$ cat src/rtl/instr_fetch_unit_if.sv
// -----------------------------------------------------------------------------
// instr_fetch_unit_if
// Bundles the control-unit side and the byte-wide memory side of the
// instruction fetch unit.
//   Control side : fetch_req, pc (to unit); busy, instr, op/funct/rs/rt/rd/imm,
//                  ir_we, instr_valid, fault (from unit)
//   Memory side  : mem_rd, mem_addr (from unit); mem_ack, mem_rdata (to unit)
// Modports:
//   slave  - the fetch unit itself
//   master - whatever drives requests and models the memory
// -----------------------------------------------------------------------------
interface instr_fetch_unit_if #(
   parameter int ADDR_W = 8
);
   logic              fetch_req;
   logic [ADDR_W-1:0] pc;
   logic              busy;
   logic              mem_rd;
   logic [ADDR_W-1:0] mem_addr;
   logic              mem_ack;
   logic [7:0]        mem_rdata;
   logic [3:0]        ir_we;
   logic [31:0]       instr;
   logic [5:0]        op;
   logic [5:0]        funct;
   logic [4:0]        rs;
   logic [4:0]        rt;
   logic [4:0]        rd;
   logic [15:0]       imm;
   logic              instr_valid;
   logic              fault;

   modport slave (
      input  fetch_req, pc, mem_ack, mem_rdata,
      output busy, mem_rd, mem_addr, ir_we, instr, op, funct, rs, rt, rd, imm,
             instr_valid, fault
   );

   modport master (
      output fetch_req, pc, mem_ack, mem_rdata,
      input  busy, mem_rd, mem_addr, ir_we, instr, op, funct, rs, rt, rd, imm,
             instr_valid, fault
   );
endinterface

$ cat src/rtl/instr_fetch_unit.sv
// -----------------------------------------------------------------------------
// instr_fetch_unit
// Fetches a 32-bit big-endian instruction one byte at a time from a byte-wide
// memory and assembles it in an instruction register with decoded fields.
//   clk  - rising-edge system clock
//   rst  - asynchronous active-high reset
//   bus  - instr_fetch_unit_if.slave (request, memory and result signals)
// Parameters:
//   ADDR_W  - byte-address width of the instruction memory
//   TIMEOUT - READ cycles without mem_ack before the fetch is aborted
// Optional feature (macro IFU_TIMEOUT_EN): a wait counter aborts a stuck fetch
// and raises a sticky fault. Without the macro READ waits forever and fault
// is tied low.
// -----------------------------------------------------------------------------
module instr_fetch_unit #(
   parameter int ADDR_W  = 8,
   parameter int TIMEOUT = 15
) (
   input  logic               clk,
   input  logic               rst,
   instr_fetch_unit_if.slave  bus
);

   typedef enum logic [1:0] {
      IDLE = 2'b00,
      READ = 2'b01,
      DONE = 2'b10
   } state_t;

   state_t            state_q, state_d;
   logic [1:0]        index_q, index_d;
   logic [ADDR_W-1:0] base_q, base_d;
   logic [31:0]       instr_q, instr_d;
   logic [3:0]        ir_we_q, ir_we_d;
   logic [1:0]        lane;

   // Byte 0 of the fetch lands in the most significant lane.
   assign lane = 2'd3 - index_q;

   if (TIMEOUT < 1) begin : g_timeout_range
      $error("instr_fetch_unit: TIMEOUT must be at least 1");
   end

`ifdef IFU_TIMEOUT_EN
   localparam int TMO_W = $clog2(TIMEOUT + 1);
   logic [TMO_W-1:0] tmo_q, tmo_d;
   logic             fault_q, fault_d;
`endif

   always_comb begin
      // NOTE: every next-state signal gets a default first so no path through
      // the case statement can leave one unassigned and infer a latch.
      state_d = state_q;
      index_d = index_q;
      base_d  = base_q;
      instr_d = instr_q;
      ir_we_d = '0;
`ifdef IFU_TIMEOUT_EN
      tmo_d   = tmo_q;
      fault_d = fault_q;
`endif
      case (state_q)
         IDLE, DONE: begin
            if (bus.fetch_req) begin
               state_d = READ;
               base_d  = bus.pc;
               index_d = '0;
`ifdef IFU_TIMEOUT_EN
               tmo_d   = '0;
               fault_d = 1'b0;
`endif
            end else begin
               state_d = IDLE;
            end
         end
         READ: begin
            if (bus.mem_ack) begin
               instr_d[{lane, 3'b000} +: 8] = bus.mem_rdata;
               ir_we_d = 4'b0001 << lane;
`ifdef IFU_TIMEOUT_EN
               tmo_d   = '0;
`endif
               if (index_q == 2'd3) begin
                  state_d = DONE;
               end else begin
                  index_d = index_q + 2'd1;
               end
            end
`ifdef IFU_TIMEOUT_EN
            // This cycle is the TIMEOUT-th consecutive one without an ack.
            else if (tmo_q == TMO_W'(TIMEOUT - 1)) begin
               state_d = IDLE;
               fault_d = 1'b1;
            end else begin
               tmo_d = tmo_q + 1'b1;
            end
`endif
         end
         default: state_d = IDLE;
      endcase
   end

   always_ff @(posedge clk or posedge rst) begin
      if (rst) begin
         state_q <= IDLE;
         index_q <= '0;
         base_q  <= '0;
         instr_q <= '0;
         ir_we_q <= '0;
`ifdef IFU_TIMEOUT_EN
         tmo_q   <= '0;
         fault_q <= 1'b0;
`endif
      end else begin
         // NOTE: non-blocking assignments so every register samples the
         // pre-edge value of the others, independent of statement order.
         state_q <= state_d;
         index_q <= index_d;
         base_q  <= base_d;
         instr_q <= instr_d;
         ir_we_q <= ir_we_d;
`ifdef IFU_TIMEOUT_EN
         tmo_q   <= tmo_d;
         fault_q <= fault_d;
`endif
      end
   end

   assign bus.busy        = (state_q != IDLE);
   assign bus.mem_rd      = (state_q == READ);
   // Address is forced to zero outside READ so the memory bus stays quiet.
   assign bus.mem_addr    = (state_q == READ) ? base_q + ADDR_W'(index_q) : '0;
   assign bus.instr_valid = (state_q == DONE);
   assign bus.ir_we       = ir_we_q;
   assign bus.instr       = instr_q;
   assign bus.op          = instr_q[31:26];
   assign bus.funct       = instr_q[5:0];
   assign bus.rs          = instr_q[25:21];
   assign bus.rt          = instr_q[20:16];
   assign bus.rd          = instr_q[15:11];
   assign bus.imm         = instr_q[15:0];
`ifdef IFU_TIMEOUT_EN
   assign bus.fault       = fault_q;
`else
   assign bus.fault       = 1'b0;
`endif

endmodule

$ cat src/flat_wrapper.sv
// flat-port wrapper written by rule: the top's interface ports become plain ports
module instr_fetch_unit_flat 
#(
   parameter int ADDR_W  = 8,
   parameter int TIMEOUT = 15
)
  (clk, rst, bus_fetch_req, bus_pc, bus_mem_ack, bus_mem_rdata, bus_busy, bus_mem_rd, bus_mem_addr, bus_ir_we, bus_instr, bus_op, bus_funct, bus_rs, bus_rt, bus_rd, bus_imm, bus_instr_valid, bus_fault);
  instr_fetch_unit_if #(.ADDR_W(ADDR_W)) bus_i ();
  input  logic clk;
  input  logic rst;
  input wire logic [$bits(bus_i.fetch_req)-1:0] bus_fetch_req;
  input wire logic [$bits(bus_i.pc)-1:0] bus_pc;
  input wire logic [$bits(bus_i.mem_ack)-1:0] bus_mem_ack;
  input wire logic [$bits(bus_i.mem_rdata)-1:0] bus_mem_rdata;
  output wire logic [$bits(bus_i.busy)-1:0] bus_busy;
  output wire logic [$bits(bus_i.mem_rd)-1:0] bus_mem_rd;
  output wire logic [$bits(bus_i.mem_addr)-1:0] bus_mem_addr;
  output wire logic [$bits(bus_i.ir_we)-1:0] bus_ir_we;
  output wire logic [$bits(bus_i.instr)-1:0] bus_instr;
  output wire logic [$bits(bus_i.op)-1:0] bus_op;
  output wire logic [$bits(bus_i.funct)-1:0] bus_funct;
  output wire logic [$bits(bus_i.rs)-1:0] bus_rs;
  output wire logic [$bits(bus_i.rt)-1:0] bus_rt;
  output wire logic [$bits(bus_i.rd)-1:0] bus_rd;
  output wire logic [$bits(bus_i.imm)-1:0] bus_imm;
  output wire logic [$bits(bus_i.instr_valid)-1:0] bus_instr_valid;
  output wire logic [$bits(bus_i.fault)-1:0] bus_fault;
  assign bus_i.fetch_req = bus_fetch_req;
  assign bus_i.pc = bus_pc;
  assign bus_i.mem_ack = bus_mem_ack;
  assign bus_i.mem_rdata = bus_mem_rdata;
  assign bus_busy = bus_i.busy;
  assign bus_mem_rd = bus_i.mem_rd;
  assign bus_mem_addr = bus_i.mem_addr;
  assign bus_ir_we = bus_i.ir_we;
  assign bus_instr = bus_i.instr;
  assign bus_op = bus_i.op;
  assign bus_funct = bus_i.funct;
  assign bus_rs = bus_i.rs;
  assign bus_rt = bus_i.rt;
  assign bus_rd = bus_i.rd;
  assign bus_imm = bus_i.imm;
  assign bus_instr_valid = bus_i.instr_valid;
  assign bus_fault = bus_i.fault;
  instr_fetch_unit #(.ADDR_W(ADDR_W), .TIMEOUT(TIMEOUT)) u_core (.clk(clk), .rst(rst), .bus(bus_i));
endmodule
$ cat config.mk
export PLATFORM = sky130hd
export DESIGN_NAME = instr_fetch_unit_flat
export DESIGN_NICKNAME = d
export VERILOG_FILES = /design/src/rtl/instr_fetch_unit_if.sv /design/src/rtl/instr_fetch_unit.sv /design/src/flat_wrapper.sv
export SDC_FILE = /design/constraint.sdc
export NUM_CORES = 1
export LEC_CHECK = 0
export ABC_AREA = 1
export CAP_MARGIN = 25
export CORE_AREA = 2 2 86 88
export CTS_BUF_LIST = sky130_fd_sc_hd__clkbuf_4 sky130_fd_sc_hd__clkbuf_8 sky130_fd_sc_hd__clkbuf_16
export DETAILED_ROUTE_END_ITERATION = 16
export DIE_AREA = 0 0 88 90
export PLACE_DENSITY = 0.76
export SYNTH_ARGS = -nofsm -noshare
export SYNTH_HDL_FRONTEND = slang
export SYNTH_SLANG_ARGS = --single-unit
$ cat constraint.sdc
create_clock -name clk -period 1.8 [get_ports clk]
set_clock_uncertainty 0.05 [all_clocks]
set_input_delay 0.45 -clock clk [delete_from_list [all_inputs] [get_ports clk]]
set_output_delay 0.45 -clock clk [all_outputs]
set_load 0.02 [all_outputs]
### Word level (Yosys, flattened, before mapping)

Cells that the tools add are included.

* input port bits: 20
* register bits after elaboration: 48

* mux-type cells: 12
* shifts and indexed selects: 3
* add/sub/neg operators: 4
* reduce and logical (&&, ||, !) cells: 8
* eq/ne operators: 7

Operators by type and width (count)
* $bwmux W32: 1
* $shift A8 B7 Y32 const A: 1
* $shiftx A8 B7 Y32: 1
* $mux W2: 5
* $add A8 B2 Y8: 1
* $mux W4: 2
* $mux W8: 1
* $pmux W2 S2: 2
* $neg A5 Y7: 1
* $ne A2 B2 Y1 const B: 3
* $reduce_and A2 Y1: 3
* $eq A2 B2 Y1 const B: 2
* $reduce_and A4 Y1: 1
* $reduce_bool A2 Y1: 2
* $shl A1 B2 Y4 const A: 1
* $add A2 B1 Y2 const B: 1
* $eq A2 B1 Y1 const B: 1
* $logic_not A2 Y1: 1
* $ne A2 B1 Y1 const B: 1
* $reduce_or A2 Y1: 1
* $sub A2 B2 Y2 const A: 1
* $mux W1: 1

### Depth between registers and ports, before layout

* depth after elaboration: 4
* gate-level depth with buffers: 8
* mapped depth without buffers: 7

### Least setup slack after synthesis

OpenSTA, ideal clock, no wires.

* path kind: reg-to-output
* from: reg u_core.index_q[0]
* to: out bus_mem_addr[2]
* path buffers: 0
* cell stages (with the launch flop): 6
* arrival time: 1.598 ns
* path slack: -0.298 ns
* data required time: 1.300 ns
* cells stage by stage: dfrtp_1 -> ha_1 -> fa_1 -> nand2_1 -> inv_1 -> nor3_1

* cells in the longest elaborated chain, start to end: 2

RTL lines
* start, declared: RTL line instr_fetch_unit.sv:31 `logic [1:0] index_q, index_d;`
* start signal, assigned: RTL line instr_fetch_unit.sv:118 `index_q <= index_d;`
* $add A8 B2 Y8: RTL line instr_fetch_unit.sv:132 `assign bus.mem_addr = (state_q == READ) ? base_q + ADDR_W'(index_q) : '0;`
* $mux W8: RTL line instr_fetch_unit.sv:132
* end, declared: RTL line flat_wrapper.sv:17 `output wire logic [$bits(bus_i.mem_addr)-1:0] bus_mem_addr;`

Every way passes these cells.

### Worst setup path in the final report

* from: reg u_core.index_q[0]
* to: out bus_mem_addr[4]

Same word-level chain as after synthesis.

==> results.md <==
* Area of the mapped netlist at 2670 um2
* First-pass GRT wire length at 10300 um
* Startpoint types: flip-flop
* Antenna violations before repair at 0
* Drc violations at 0
* Crit path required time at 1.30 ns
* Placer Congestion at 0.784
* Die W at 88 um
* Worst-Skew Late Latency at 0.30 ns
* CTS tree: built
* Total Routing Usage GR at 16.3%
* Largest area contributor in the netlist: dfrtp_1
* Die Ht at 90 um
* CP arrival at 1.75 ns
* Max-cap violations at 0
* Hold/Removal Path Class: in2async
* Initial Util at 38.1%
* Max Clk Rate at 443 MHz
* Port bufs at 109
* Post-DR vias/cell at 4.54
* CP Class: reg2out
* Final critical-path setup slack at -0.455 ns
* Sum Neg Setup Slack at -2.67 ns
* Core box area at 7020 um2
* Post-DP HPWL at 4850 um
* Hold_ws at 0.444 ns
* Top post-synthesis cells by count: 95 x nand2_1, 48 x dfrtp_1, 45 x buf_4, 43 x nand3_1, 23 x nor2_1
* Post-synth EDFFs at 0
* Total CTS buffers at 5
* Ranking of synthesized cells by area: dfrtp_1 45%, nand2_1 13%, buf_4 13%
* Syn avg cell area at 8.15 um2
* H-tree depth at 2
* Ant. Diodes at 0
* Final worst-path cycle share at 125%
* Post-Route WL at 6610 um
* Post-route ant nets at 0
* Synth Warn # at 0
* Post-synthesis register bit count at 48
* Unrepaired setup endpoints after global routing: yes
* CP Max Fanout at 2
* P per Cell Area at 1730 nW/um2
* Top cell type's share of synthesized area at 44.9%
* Sequential fraction of the synthesis area at 44.9%
* CTS sink count at 48
* Syn Nets at 356
* P_leak at 0.00242 uW
* Initial DRC count at 135
* Root buffer cell: clkbuf_8
* Total grt overflow at 0
* Min Clock Period, post-route at 2.25 ns
* TritonRoute pass-1 iters at 4
* I/O pin cnt at 111
* P&R area growth vs syn at 47.4%
* Synth async-reset ratio at 100%
* Outcome: complete, but fails checks
* Die area at 7920 um2
* FP Rows at 31
* Vias in the first global route at 2186
* Bufs on Longest Clock Path at 2
* Maximum VDD drop at 0.905 mV
* Layout cells sized above 1 at 21.2%
* Final hold vios at 0
* Ys flop type: dfrtp_1
* Crit end category: primary output
* Final setup violation count at 7
* Synth cell types at 24
* Failing checks: setup timing
* Most frequent cell after synthesis: nand2_1
* # hold bufs at CTS at 0
* Clock transition at the registers of the reported paths at 0.09 ns
* Vias at 2352
* Slew Limit Fails at 0
* WL/cell at 12.8 um
* Largest net degree at the start of global routing at 49
* Gate Count Post-Synth at 328
* Final-stage net count at 446
[cell type report]
cell class	count	area, um2
fillers	653	3080
multi-input cells	206	1140
clock buffers	6	82.6
repair buffers	134	1270
inverters	23	95.1
flip-flops and latches	48	1210
clock inverters	2	15.0
well taps	99	124
[logic make-up (layout without fill, tap and decap cells)]
| family | Yosys count | after routing | synth area share [%] |
|---|---|---|---|
| compound gates | 24 | 24 | 4.59 |
| fa+ha+maj | 8 | 8 | 4.03 |
| other cells | 1 | 1 | 0.140 |
| buf+inv | 75 | 165 | 17.2 |
| simple gates | 172 | 173 | 29.1 |
| flops | 48 | 48 | 44.9 |
[registers in the layout (all words and copies together) (netlist names)]
| signal | cells |
|---|---|
| u_core.bus.instr | 32 |
| u_core.base_q | 8 |
| u_core.bus.ir_we | 4 |
| u_core.index_q | 2 |
| u_core.state_q | 2 |
[worst max-delay path, cell delays in order (launching register included)]
cell,delay (ns)
dfrtp_1,0.42
ha_4,0.18
fa_2,0.37
nand2_2,0.08
nor2_2,0.05
inv_2,0.06
nand2_2,0.06
a21oi_4,0.11
buf_6,0.13
[path summary, 6_finish.rpt]
kind,from,endpoint,slack (ns),cells after the start
min in group clk,u_core.bus.instr[7],u_core.bus.instr[7],0.46,2
hold / removal,rst,u_core.base_q[3],0.44,3
setup / recovery,u_core.index_q[0],bus_mem_addr[4],-0.45,8
max in group asynchronous,rst,u_core.state_q[0],1.02,3
hold reg to reg,u_core.bus.instr[7],u_core.bus.instr[7],0.46,2
setup reg to reg,u_core.index_q[0],u_core.bus.instr[7],0.02,7
[where the power goes]
part,internal [uW],switching (uW),total [uW]
registers,1470,333,1800
logic,1780,2540,4320
clock network,311,367,678
total,3560,3250,6800
[stage by stage]
stage                     std cells  power [uW]  setup slack, ns  util [%]  area (um2)
after floorplan                 328        4540           -0.130         -        2710
after global placement          504        6080           -0.583      53.0        3720
after detailed placement        504        6170           -0.607      53.0        3720
after CTS                       513        6610           -0.466      53.8        3780
after global routing            518        7290           -0.537      56.1        3940
final                           518        6800           -0.455      56.1        3940
[metal layers]
metal / global-route usage (%) / vias to the layer above / share of wire, %
met5: 0 / - / 0
met4: 3.33 / 0 / 0.65
li1: - / 1174 / -
met1: 21.0 / 1107 / 42
met2: 28.3 / 67 / 52
met3: 2.85 / 4 / 5.3
[cells in the final DEF (no fill, tap or decap), types with 2 or more instances in the layout]
cell type and count:
buf_12 2, clkinvlp_4 3, nor2_1 15, buf_6 9, o21ai_1 8, clkbuf_8 6
ha_1 5, nand2_2 4, o21ai_0 9, nand2_4 2, dfrtp_1 44, nor2_2 7
dfrtp_2 4, dlymetal6s2s_1 17, inv_4 2, ha_4 2, nand3_1 41, buf_4 23
dlygate4sd2_1 58, a21oi_1 3, inv_2 7, clkdlybuf4s50_1 23, nand2_1 90, inv_1 13
nor2_4 5, nor2_8 2
[repair_timing]
action                     CTS  global route
buffers inserted             1             4
setup endpoints to repair   71            55
resized for setup          121            40
pin swaps                    3             7
gates cloned                 0             1
Power figures use the tool's default switching activity.
